**src/rtl/partial_full_adder1b.sv**
```systemverilog
// One-bit sum/propagate/generate cell for carry-lookahead adders.
// The combinational outputs have an optional registered copy with a valid flag.
module partial_full_adder1b (
    input  logic clk,
    input  logic rst_n,
    input  logic a,
    input  logic b,
    input  logic c_i,
    input  logic en,
    output logic s,
    output logic p,
    output logic g,
    output logic s_q,
    output logic p_q,
    output logic g_q,
    output logic vld_q
);

    logic s_d;
    logic p_d;
    logic g_d;
    logic vld_d;

    logic s_r;
    logic p_r;
    logic g_r;
    logic vld_r;

    // Propagate uses the OR form, so p and g never depend on c_i.
    always_comb begin
        s = a ^ b ^ c_i;
        p = a | b;
        g = a & b;
    end

    always_comb begin
        s_d   = s_r;
        p_d   = p_r;
        g_d   = g_r;
        vld_d = vld_r;
        if (en) begin
            s_d   = s;
            p_d   = p;
            g_d   = g;
            vld_d = 1'b1;
        end
    end

    always_ff @(posedge clk or negedge rst_n) begin
        if (!rst_n) begin
            s_r   <= 1'b0;
            p_r   <= 1'b0;
            g_r   <= 1'b0;
            vld_r <= 1'b0;
        end else begin
            s_r   <= s_d;
            p_r   <= p_d;
            g_r   <= g_d;
            vld_r <= vld_d;
        end
    end

    assign s_q   = s_r;
    assign p_q   = p_r;
    assign g_q   = g_r;
    assign vld_q = vld_r;

endmodule

```
**config.mk**
```make
export PLATFORM = sky130hd
export DESIGN_NAME = partial_full_adder1b
export DESIGN_NICKNAME = d
export VERILOG_FILES = /design/src/rtl/partial_full_adder1b.sv
export SDC_FILE = /design/constraint.sdc
export NUM_CORES = 1
export LEC_CHECK = 0
export BUFFER_PORTS_ARGS = -buffer_cell sky130_fd_sc_hd__buf_2
export CAP_MARGIN = 20
export CORE_AREA = 5 5 42 44
export DETAILED_ROUTE_END_ITERATION = 8
export DIE_AREA = 0 0 47 49
export PLACE_DENSITY_LB_ADDON = 0.25
export SLEW_MARGIN = 20
export SYNTH_ARGS = -nofsm -noshare
export SYNTH_HDL_FRONTEND = slang
export SYNTH_SLANG_ARGS = --single-unit
```
**constraint.sdc**
```tcl
create_clock -name clk -period 1.4 [get_ports clk]
set_input_delay 0.28 -clock clk [delete_from_list [all_inputs] [get_ports clk]]
set_output_delay 0.28 -clock clk [all_outputs]
set_load 0.005 [all_outputs]
```
# Word level (Yosys, flattened, before mapping)
# Index checks and enable logic that the tools add are counted.
# word_totals
ff_bits	4
in_bits	6
output_inout_bits	7
wordCells	8
# op_classes
bitwise_logic	4
# ops
op	count
1-bit XOR	2
1-bit AND	1
1-bit bitwise OR	1

# Depth between registers and ports, before layout
# Gate-level depths: netlist (run 1).
# logic_depth
word_depth	2
ltp_mapped	4

# Worst setup path before layout (run 1)
# Ideal clock, no wire load.
# synth_timing
path_kind	input-to-reg
start	in a
end	reg s_r, in the netlist s_q
arrival_time_ns	1.018
t_required_ns	1.275
setup_slack_ns	0.257
cell_stages	4
path_cell_list	inv_1 ha_1 xor2_1 mux2_4
# synth_between
elab_chain_len	2
# synth_lines
element	line	text
from (decl)	6	input logic a,
1-bit XOR (2 in a row)	31	s = a ^ b ^ c_i;
named net s	10	output logic s,
to (signal assigned)	51	s_r <= 1'b0;
to (signal assigned)	56	s_r <= s_d;
to (decl)	24	logic s_r;
# The timed path passes the listed nets, and every way through them passes these cells.
# A chain may end at the register's enable or synchronous reset.

# Final worst setup path (run 1)
# layout_timing
start	in a
end	out s
# layout_between
elab_chain_len	2
# layout_lines
element	line
1-bit XOR (2 in a row)	31
to (decl)	10
# Every way passes these cells.

==> results of run 1 <==
cells in the final DEF, fill, tap and decap left out, drive strengths merged:
master       netlist  layout
buf                0      12
clkbuf             0       3
dfrtp              4       4
dlygate4sd3        0       1
ha                 2       2
inv                3       3
mux2               3       3
or2                1       1
xor2               1       1
power breakdown:
| part | internal, mW | leakage [nW] | total (mW) | switching, mW |
|---|---|---|---|---|
| logic | 0.0374 | 0.102 | 0.0643 | 0.0269 |
| registers | 0.127 | 0.0437 | 0.133 | 0.00542 |
| clock network | 0.0957 | 0.0138 | 0.140 | 0.0447 |
| total | 0.260 | 0.159 | 0.337 | 0.0770 |
metrics by stage:
| step | std cells | setup slack, ns | area (um2) | total power, mW | hold slack, ns |
|---|---|---|---|---|---|
| after floorplan | 14 | 0.257 | 189 | 0.160 | -0.0156 |
| after global placement | 42 | 0.0755 | 269 | 0.191 | 0.0839 |
| after detailed placement | 42 | 0.0290 | 269 | 0.194 | 0.0901 |
| after CTS | 46 | 0.0244 | 302 | 0.345 | 0.319 |
| after global routing | 46 | 0.00257 | 309 | 0.364 | 0.322 |
| final | 46 | 0.0677 | 309 | 0.337 | 0.324 |
flip-flops by register name, summed over array words and instances, names as in the netlist:
| name | cells |
|---|---|
| g_q | 1 |
| p_q | 1 |
| s_q | 1 |
| vld_q | 1 |
routing by layer:
layer / up-vias / routed length (um)
li1: 78 / -
met1: 65 / 211
met2: 13 / 158
met3: 0 / 89
met4: 0 / 0
met5: - / 0
synthesized netlist by cell type, drive strengths merged:
cell and count:
inv 3, mux2 3, dfrtp 4, or2 1
ha 2, xor2 1
layout make-up:
cell class,instances,area [um2]
clock buffers,3,22.5
well taps,16,20.0
fillers,161,1090
inverters,3,11.3
multi-input cells,7,85.1
repair buffers,13,70.1
flip-flops and latches,4,100
worst max path at each step:
| stage | start | end | slack [ns] | cells after the start |
|---|---|---|---|---|
| 4_1_cts | a | s | 0.02 | 5 |
| 6_report | a | s | 0.07 | 5 |
| 2_1_floorplan | a | s_q$_DFFE_PN0P_ | 0.26 | 4 |
| 3_5_place_dp | a | s | 0.03 | 5 |
| 5_1_grt | a | s | 0.003 | 5 |
| 3_3_place_gp | a | s | 0.08 | 5 |
what timing repair did:
item,CTS,global route
hold buffers,1,0
gates resized for setup,0,1
endpoints found under the setup margin,0,1
endpoints found under the hold margin,4,0
buffers inserted,0,0
kinds of logic (layout without fill, tap and decap cells):
| group | count (synthesis) | in the layout | synth area share |
|---|---|---|---|
| simple gates | 1 | 1 | 0.0331 |
| buf+inv | 3 | 19 | 0.0596 |
| flops | 4 | 4 | 0.530 |
| mux | 3 | 3 | 0.199 |
| fa+ha+maj | 2 | 2 | 0.132 |
| xor+xnor | 1 | 1 | 0.0464 |
==> impl_metrics.env, run 1 <==
export IMPL_status="finished clean"
export IMPL_vias=156
export IMPL_fin_crit_ns=1.33
export IMPL_post_drt_wl_per_cell_um=9.96
export IMPL_gr_usage_met2=0.0520
export IMPL_tightest_slew_ns=0.143
export IMPL_r2r_slack_ns=0.65
export IMPL_synth_top_area_frac=0.530
export IMPL_clock_latency_ns=0.23
export IMPL_grt_pass1_wl_um=772
export IMPL_synth_seq_area_share=0.530
export IMPL_synthCells=14
export IMPL_drv_cap=0
export IMPL_crit_path_frequent_cell="buf_2"
export IMPL_ir_drop_mv=0.242
export IMPL_max_stage_delay_ns=0.32
export IMPL_crit_arrival_ns=1.05
export IMPL_ant_nets=0
export IMPL_initial_core_util=0.135
export IMPL_clockRootBuffer="clkbuf_4"
export IMPL_slew_headroom=0.904
export IMPL_crit_path_cell_trace="buf_2 -> inv_1 -> ha_1 -> xor2_2 -> buf_2"
export IMPL_grt_pass1_vias=174
export IMPL_period_share=0.952
export IMPL_timing_rr_start="vld_q$_DFFE_PN0P_"
export IMPL_wl_um=458
export IMPL_use_met3=0.0332
export IMPL_cp_start_kind="input pin"
export IMPL_setup_viol=0
export IMPL_synth_area_per_cell_um2=13.5
export IMPL_path_delay_family="adder cells"
export IMPL_fmax_mhz=751
export IMPL_synthToLayoutAreaGrowth_pct=63.6
export IMPL_numClockSinks=4
export IMPL_rows=14
export IMPL_fp_dieW_um=47
export IMPL_finalHoldViolations=0
export IMPL_ys_types=7
export IMPL_maxSlewViolCount=0
export IMPL_finClkSkew_ns=0
export IMPL_syn_area_um2=189
export IMPL_holdPathStages=2
export IMPL_n_antenna_cell=0
export IMPL_dr_first_iter_drc_count=0
export IMPL_met1_usage=0.0665
export IMPL_antenna_found_initial=0
export IMPL_p_leak_nw=0.159
export IMPL_fp_coreArea_um2=1400
export IMPL_cts_buffers=3
export IMPL_whs_endpoint="vld_q$_DFFE_PN0P_"
export IMPL_htreeDepth=1
export IMPL_r2r_end="vld_q$_DFFE_PN0P_"
export IMPL_clk_pin_slew_ns=0.04
export IMPL_crit_slowest_cell="ha_1"
export IMPL_grt_most_used_layer="met1"
export IMPL_final_nets=40
export IMPL_finalSetupTns_ns=0
export IMPL_cts_tree="done"
export IMPL_yosys_top_cells_area="dfrtp_1 53%, ha_1 13%, mux2_2 12%"
export IMPL_firstDrtPassIters=1
export IMPL_grt_start_max_net_pins=5
export IMPL_timing_critical_path_to_type="primary output"
export IMPL_p_per_area_nw_per_um2=1090
export IMPL_final_layout_size_suffix_gt1_frac=0.667
export IMPL_ys_seq_elements=4
export IMPL_cts_buffer_depth=2
export IMPL_synth_top_area_cell="dfrtp_1"
export IMPL_utilization=0.221
export IMPL_cp_num_buf_inv=3
export IMPL_io_pins=13
export IMPL_chipHeight_um=49
export IMPL_grt_usage=0.0523
export IMPL_dp_hpwl_um=388
export IMPL_min_delay_start="en"
export IMPL_crit_path_max_fanout=2
export IMPL_dieArea_um2=2300
export IMPL_port_buffers=12
export IMPL_gp_congestion=0.777
export IMPL_overflow=0
export IMPL_drc=0
export IMPL_rr_worst_depth=1
export IMPL_critical_path_class="input pin to primary output"
export IMPL_syn_num_nets=22
export IMPL_rsz0062_at_grt="no"
export IMPL_hp_class="input pin to flip-flop"
export IMPL_vias_per_cell=3.39
export IMPL_worstPathRequired_ns=1.12
export IMPL_ys_warn_count=0
Note: power is estimated with default switching activity, not from simulation.
==> inputs of run 2 (changes only) <==
Settings changed: PLACE_DENSITY set to 0.42, PLACE_DENSITY_LB_ADDON 0.25 to unset.
==> run 2 against run 1 <==
- clock-buffer cell count did not move
- final cell count did not move
- critical endpoint unchanged
- clock power fell by 5%
- routed wire length fell by 7.6%
- largest cell class unchanged
- utilization fell by 0.54 points
- critical path type unchanged
- register-to-register slack barely moved
- global-route usage fell by 0.57 points
- largest power group is now registers
- via count fell by 4.5%
- die area did not move
- sequential share of layout area rose by 0.81 points
==> impl_metrics.env, run 2 (same netlist as run 1, synthesis figures left out) <==
export IMPL_status="finished clean"
export IMPL_holdWs_ns=0.329
export IMPL_fp_dieW_um=47
export IMPL_power_frac_comb=0.182
export IMPL_cts_buffer_depth=2
export IMPL_placed_cells=42
export IMPL_drc=0
export IMPL_vias_per_cell=3.24
export IMPL_final_cells=46
export IMPL_p_int_mw=0.258
export IMPL_htreeDepth=1
export IMPL_rr_worst_depth=1
export IMPL_dp_hpwl_um=384
export IMPL_gp_congestion=0.643
export IMPL_n_antenna_cell=0
export IMPL_rsz0062_at_grt="no"
export IMPL_fmax_mhz=763
export IMPL_clock_latency_ns=0.23
export IMPL_fin_crit_ns=1.31
export IMPL_timing_rr_start="vld_q$_DFFE_PN0P_"
export IMPL_crit_slowest_cell="ha_1"
export IMPL_r2r_end="vld_q$_DFFE_PN0P_"
export IMPL_grt_start_max_net_pins=5
export IMPL_worstPathRequired_ns=1.12
export IMPL_mostFrequentLayoutCells="12 x buf_2, 4 x dfrtp_1, 3 x inv_1, 3 x clkbuf_4"
export IMPL_finClkSkew_ns=0
export IMPL_cp_start_kind="input pin"
export IMPL_cts_resized=0
export IMPL_drv_cap=0
export IMPL_finalHoldViolations=0
export IMPL_setup_viol=0
export IMPL_grt_pass1_vias=166
export IMPL_nFillCells=170
export IMPL_crit_arrival_ns=1.03
export IMPL_slew_headroom=0.888
export IMPL_crit_path_max_fanout=2
export IMPL_synthToLayoutAreaGrowth_pct=59.6
export IMPL_clk_pin_slew_ns=0.03
export IMPL_max_stage_delay_ns=0.29
export IMPL_critical_path_class="input pin to primary output"
export IMPL_clockRootBuffer="clkbuf_4"
export IMPL_grt_pass1_wl_um=690
export IMPL_dr_first_iter_drc_count=1
export IMPL_r2r_slack_ns=0.65
export IMPL_rows=14
export IMPL_final_common_cell="buf_2"
export IMPL_post_drt_wl_per_cell_um=9.20
export IMPL_finalSetupTns_ns=0
export IMPL_cts_tree="done"
export IMPL_cts_buffers=3
export IMPL_timing_critical_path_to_type="primary output"
export IMPL_numClockSinks=4
export IMPL_overflow=0
export IMPL_port_buffers=12
export IMPL_grt_usage=0.0466
export IMPL_switching_share=0.207
export IMPL_p_per_area_nw_per_um2=1080
export IMPL_holdPathStages=2
export IMPL_period_share=0.936
export IMPL_initial_core_util=0.135
export IMPL_tightest_slew_ns=0.167
export IMPL_power_share_sequential=0.409
export IMPL_whs_endpoint="vld_q$_DFFE_PN0P_"
export IMPL_wl_um=423
export IMPL_min_delay_start="en"
export IMPL_final_layout_size_suffix_gt1_frac=0.633
export IMPL_maxSlewViolCount=0
export IMPL_chipHeight_um=49
export IMPL_hp_class="input pin to flip-flop"
export IMPL_firstDrtPassIters=2
export IMPL_final_nets=40
export IMPL_antenna_found_initial=0
export IMPL_fp_coreArea_um2=1400
export IMPL_clockPowerShare=0.409
export IMPL_p_leak_nw=0.158
export IMPL_ir_drop_mv=0.207
export IMPL_io_pins=13
export IMPL_ant_nets=0
export IMPL_switching_power_mw=0.0672
export IMPL_dieArea_um2=2300
export IMPL_crit_path_frequent_cell="buf_2"
export IMPL_multi_input_area_um2=77.6
export IMPL_ff_latch_area_um2=100
export IMPL_postCtsSetupRepairBufs=0
export IMPL_utilization=0.215
export IMPL_crit_path_cell_trace="buf_2 -> inv_1 -> ha_1 -> xor2_1 -> buf_2"
export IMPL_vias=149
run 2: cell type report:
type                    count  area share
clock buffers               3      0.0747
well taps                  16      0.0664
inverters                   3      0.0373
flip-flops and latches      4       0.332
repair buffers             13       0.232
multi-input cells           7       0.257
run 2: metal layers:
layer  wire, um  track usage
met5          0            0
met4          0       0.0415
met3         95       0.0332
met2        138       0.0475
met1        188       0.0597
run 2: per-stage QoR:
stage,cell area (um2),power [mW],setup slack (ns)
after detailed placement,269,0.194,0.0713
after global routing,302,0.349,0.0364
after floorplan,189,0.160,0.257
final,302,0.325,0.0901
after CTS,302,0.336,0.0668
after global placement,269,0.192,0.0719
run 2: worst max path at each step:
stage          startpoint         endpoint  slack [ns]  cells past startpoint
2_1_floorplan           a  s_q$_DFFE_PN0P_        0.26                      4
3_3_place_gp            a                s        0.07                      5
3_5_place_dp            a                s        0.07                      5
4_1_cts                 a                s        0.07                      5
5_1_grt                 a                s        0.04                      5
6_report                a                s        0.09                      5
run 2: critical path, delay by kind of cell:
| family | cells | cell delay, ns |
|---|---|---|
| buffers and inverters | 3 | 0.27 |
| adders and majority gates | 1 | 0.29 |
| xor gates and xnor gates | 1 | 0.19 |
run 2: timing repair:
item / 4_1_cts / 5_1_grt
endpoints found under the setup margin: 0 / 0
hold buffers: 1 / 0
endpoints found under the hold margin: 4 / 0
run 2: power by group through the flow:
stage / registers (mW) / logic [mW] / clock network, mW
6_report: 0.133 / 0.0592 / 0.133
5_1_grt: 0.135 / 0.0665 / 0.147
4_1_cts: 0.133 / 0.0611 / 0.142
3_5_place_dp: 0.135 / 0.0587 / 0
3_3_place_gp: 0.134 / 0.0578 / 0
2_1_floorplan: 0.135 / 0.0249 / 0
==> inputs of run 3 (changes only) <==
Settings changed: ABC_AREA set to 1, PLACE_DENSITY 0.42 to 0.43.
==> run 3 against run 2 <==
- power increased by 1.8%
- sequential cell count unchanged
- clock-buffer cell count unchanged
- largest power group is now clock
- highest routed layer is now met4
==> impl_metrics.env, run 3 <==
export IMPL_wl_um=519
export IMPL_drv_cap=0
export IMPL_postCtsSetupRepairBufs=0
export IMPL_ant_nets=0
export IMPL_finalSetupTns_ns=0
export IMPL_synthMuxAreaShare=0
export IMPL_dp_hpwl_um=377
export IMPL_synth_top_family_by_area="simple AND/OR/NAND/NOR gates"
export IMPL_final_nets=50
export IMPL_rsz0062_at_grt="no"
export IMPL_crit_slowest_cell="ha_4"
export IMPL_fp_coreArea_um2=1400
export IMPL_port_buffers=12
export IMPL_multi_input_area_um2=93.8
export IMPL_final_layout_size_suffix_gt1_frac=0.450
export IMPL_dieArea_um2=2300
export IMPL_ys_seq_elements=4
export IMPL_cts_tree="done"
export IMPL_n_antenna_cell=0
export IMPL_path_delay_family="buffers and inverters"
export IMPL_io_pins=13
export IMPL_p_per_area_nw_per_um2=1010
export IMPL_cts_buffer_depth=2
export IMPL_synthToLayoutAreaGrowth_pct=61.3
export IMPL_final_common_cell="buf_2"
export IMPL_utilization=0.235
export IMPL_yosys_top_cells_count="8 x nand2_1, 5 x inv_1, 4 x dfrtp_1"
export IMPL_status="finished clean"
export IMPL_clockRootBuffer="clkbuf_4"
export IMPL_crit_arrival_ns=1.04
export IMPL_finalHoldViolations=0
export IMPL_async_flop_share=1.00
export IMPL_max_stage_delay_ns=0.21
export IMPL_fp_dieW_um=47
export IMPL_ys_types=9
export IMPL_synth_seq_area_share=0.491
export IMPL_overflow=0
export IMPL_tightest_slew_ns=0.105
export IMPL_slew_headroom=0.930
export IMPL_cts_buffers=3
export IMPL_antenna_found_initial=0
export IMPL_ff_latch_area_um2=100
export IMPL_synth_top_area_cell="dfrtp_1"
export IMPL_synthSimpleGateAreaFrac=0.233
export IMPL_crit_path_cell_trace="buf_2 -> inv_1 -> ha_4 -> inv_1 -> nand2_1 -> and2_1 -> buf_2"
export IMPL_cp_num_buf_inv=4
export IMPL_vias=197
export IMPL_syn_num_nets=32
export IMPL_synth_top_area_frac=0.491
export IMPL_ir_drop_mv=0.184
export IMPL_nFillCells=171
export IMPL_gp_congestion=0.547
export IMPL_synthCells=24
export IMPL_numClockSinks=4
export IMPL_synth_edf_count=0
export IMPL_period_share=0.945
export IMPL_synthAdderAreaFrac=0.123
export IMPL_htreeDepth=1
export IMPL_timing_critical_path_to_type="primary output"
export IMPL_syn_area_um2=204
export IMPL_worstPathRequired_ns=1.12
export IMPL_fmax_mhz=756
export IMPL_firstDrtPassIters=2
export IMPL_synth_area_per_cell_um2=8.50
export IMPL_rows=14
export IMPL_critical_path_class="input pin to primary output"
export IMPL_fin_crit_ns=1.32
export IMPL_ys_flop_type="dfrtp_1"
export IMPL_cp_start_kind="input pin"
export IMPL_dr_first_iter_drc_count=2
export IMPL_grt_pass1_vias=216
export IMPL_grt_pass1_wl_um=841
export IMPL_synth_most_common_cell="nand2_1"
export IMPL_clock_latency_ns=0.23
export IMPL_drc=0
export IMPL_maxSlewViolCount=0
export IMPL_post_drt_wl_per_cell_um=9.27
export IMPL_chipHeight_um=49
export IMPL_clk_pin_slew_ns=0.04
export IMPL_grt_start_max_net_pins=5
export IMPL_synth_compound_area_share=0.0429
export IMPL_grt_usage=0.0587
export IMPL_mostFrequentLayoutCells="12 x buf_2, 8 x nand2_1, 5 x inv_1"
export IMPL_finClkSkew_ns=0
export IMPL_crit_path_max_fanout=2
export IMPL_setup_viol=0
export IMPL_p_leak_nw=0.182
export IMPL_synth_xor_area_frac=0
export IMPL_vias_per_cell=3.52
export IMPL_ys_warn_count=0
export IMPL_hp_class="input pin to flip-flop"
export IMPL_initial_core_util=0.146
export IMPL_yosys_top_cells_area="dfrtp_1 49%, nand2_1 15%, ha_1 12%"
[run 3: final timing paths]
kind                            slack [ns]           endpoint  cells past startpoint               from
worst min-delay path                  0.31  vld_q$_DFFE_PN0P_                      2                 en
worst min register to register        0.45  vld_q$_DFFE_PN0P_                      1  vld_q$_DFFE_PN0P_
worst max-delay path                  0.08                  s                      7                  a
worst max register to register        0.72  vld_q$_DFFE_PN0P_                      1  vld_q$_DFFE_PN0P_
max in group asynchronous             0.90    g_q$_DFFE_PN0P_                      2              rst_n
min in group asynchronous             0.38    s_q$_DFFE_PN0P_                      2              rst_n
[run 3: where the power goes]
group	internal (mW)	switching, mW	total, mW	leakage (nW)
clock network	0.0958	0.0466	0.142	0.0138
logic	0.0303	0.0294	0.0597	0.123
registers	0.125	0.00424	0.129	0.0452
total	0.251	0.0803	0.331	0.182
[run 3: cell type report]
cell class              count  share of cell area
multi-input cells          14               0.285
flip-flops and latches      4               0.304
inverters                   6              0.0684
well taps                  16              0.0608
repair buffers             13               0.213
clock buffers               3              0.0684
[run 3: through the flow]
stage	cell area, um2	hold WS (ns)	cells	power [mW]	setup slack, ns
after global placement	284	0.0915	52	0.185	0.0606
after detailed placement	284	0.0859	52	0.185	0.0504
after floorplan	204	-0.0156	24	0.155	0.299
after CTS	317	0.304	56	0.336	0.0449
final	329	0.310	56	0.331	0.0769
after global routing	329	0.339	56	0.355	0.00785
[run 3: repair_timing]
| action | in CTS | in global routing |
|---|---|---|
| endpoints found under the setup margin | 0 | 1 |
| hold endpoints to repair | 4 | 0 |
| hold buffers | 1 | 0 |
| gates resized for setup | 0 | 1 |
[run 3: cells by family after synthesis]
kind of cell / Yosys count
adder cells (fa/ha/maj): 2
AND/OR/NAND/NOR: 11
buffers and inverters: 6
AO/OA/AOI/OAI: 1
flip-flops: 4
[run 3: per-layer routing]
| layer | up-vias | wire length (um) | GRT usage |
|---|---|---|---|
| met5 | - | 0 | 0 |
| met4 | 0 | 42 | 0.111 |
| met3 | 4 | 68 | 0.0148 |
| met2 | 13 | 203 | 0.0588 |
| met1 | 77 | 205 | 0.0644 |
| li1 | 103 | - | - |
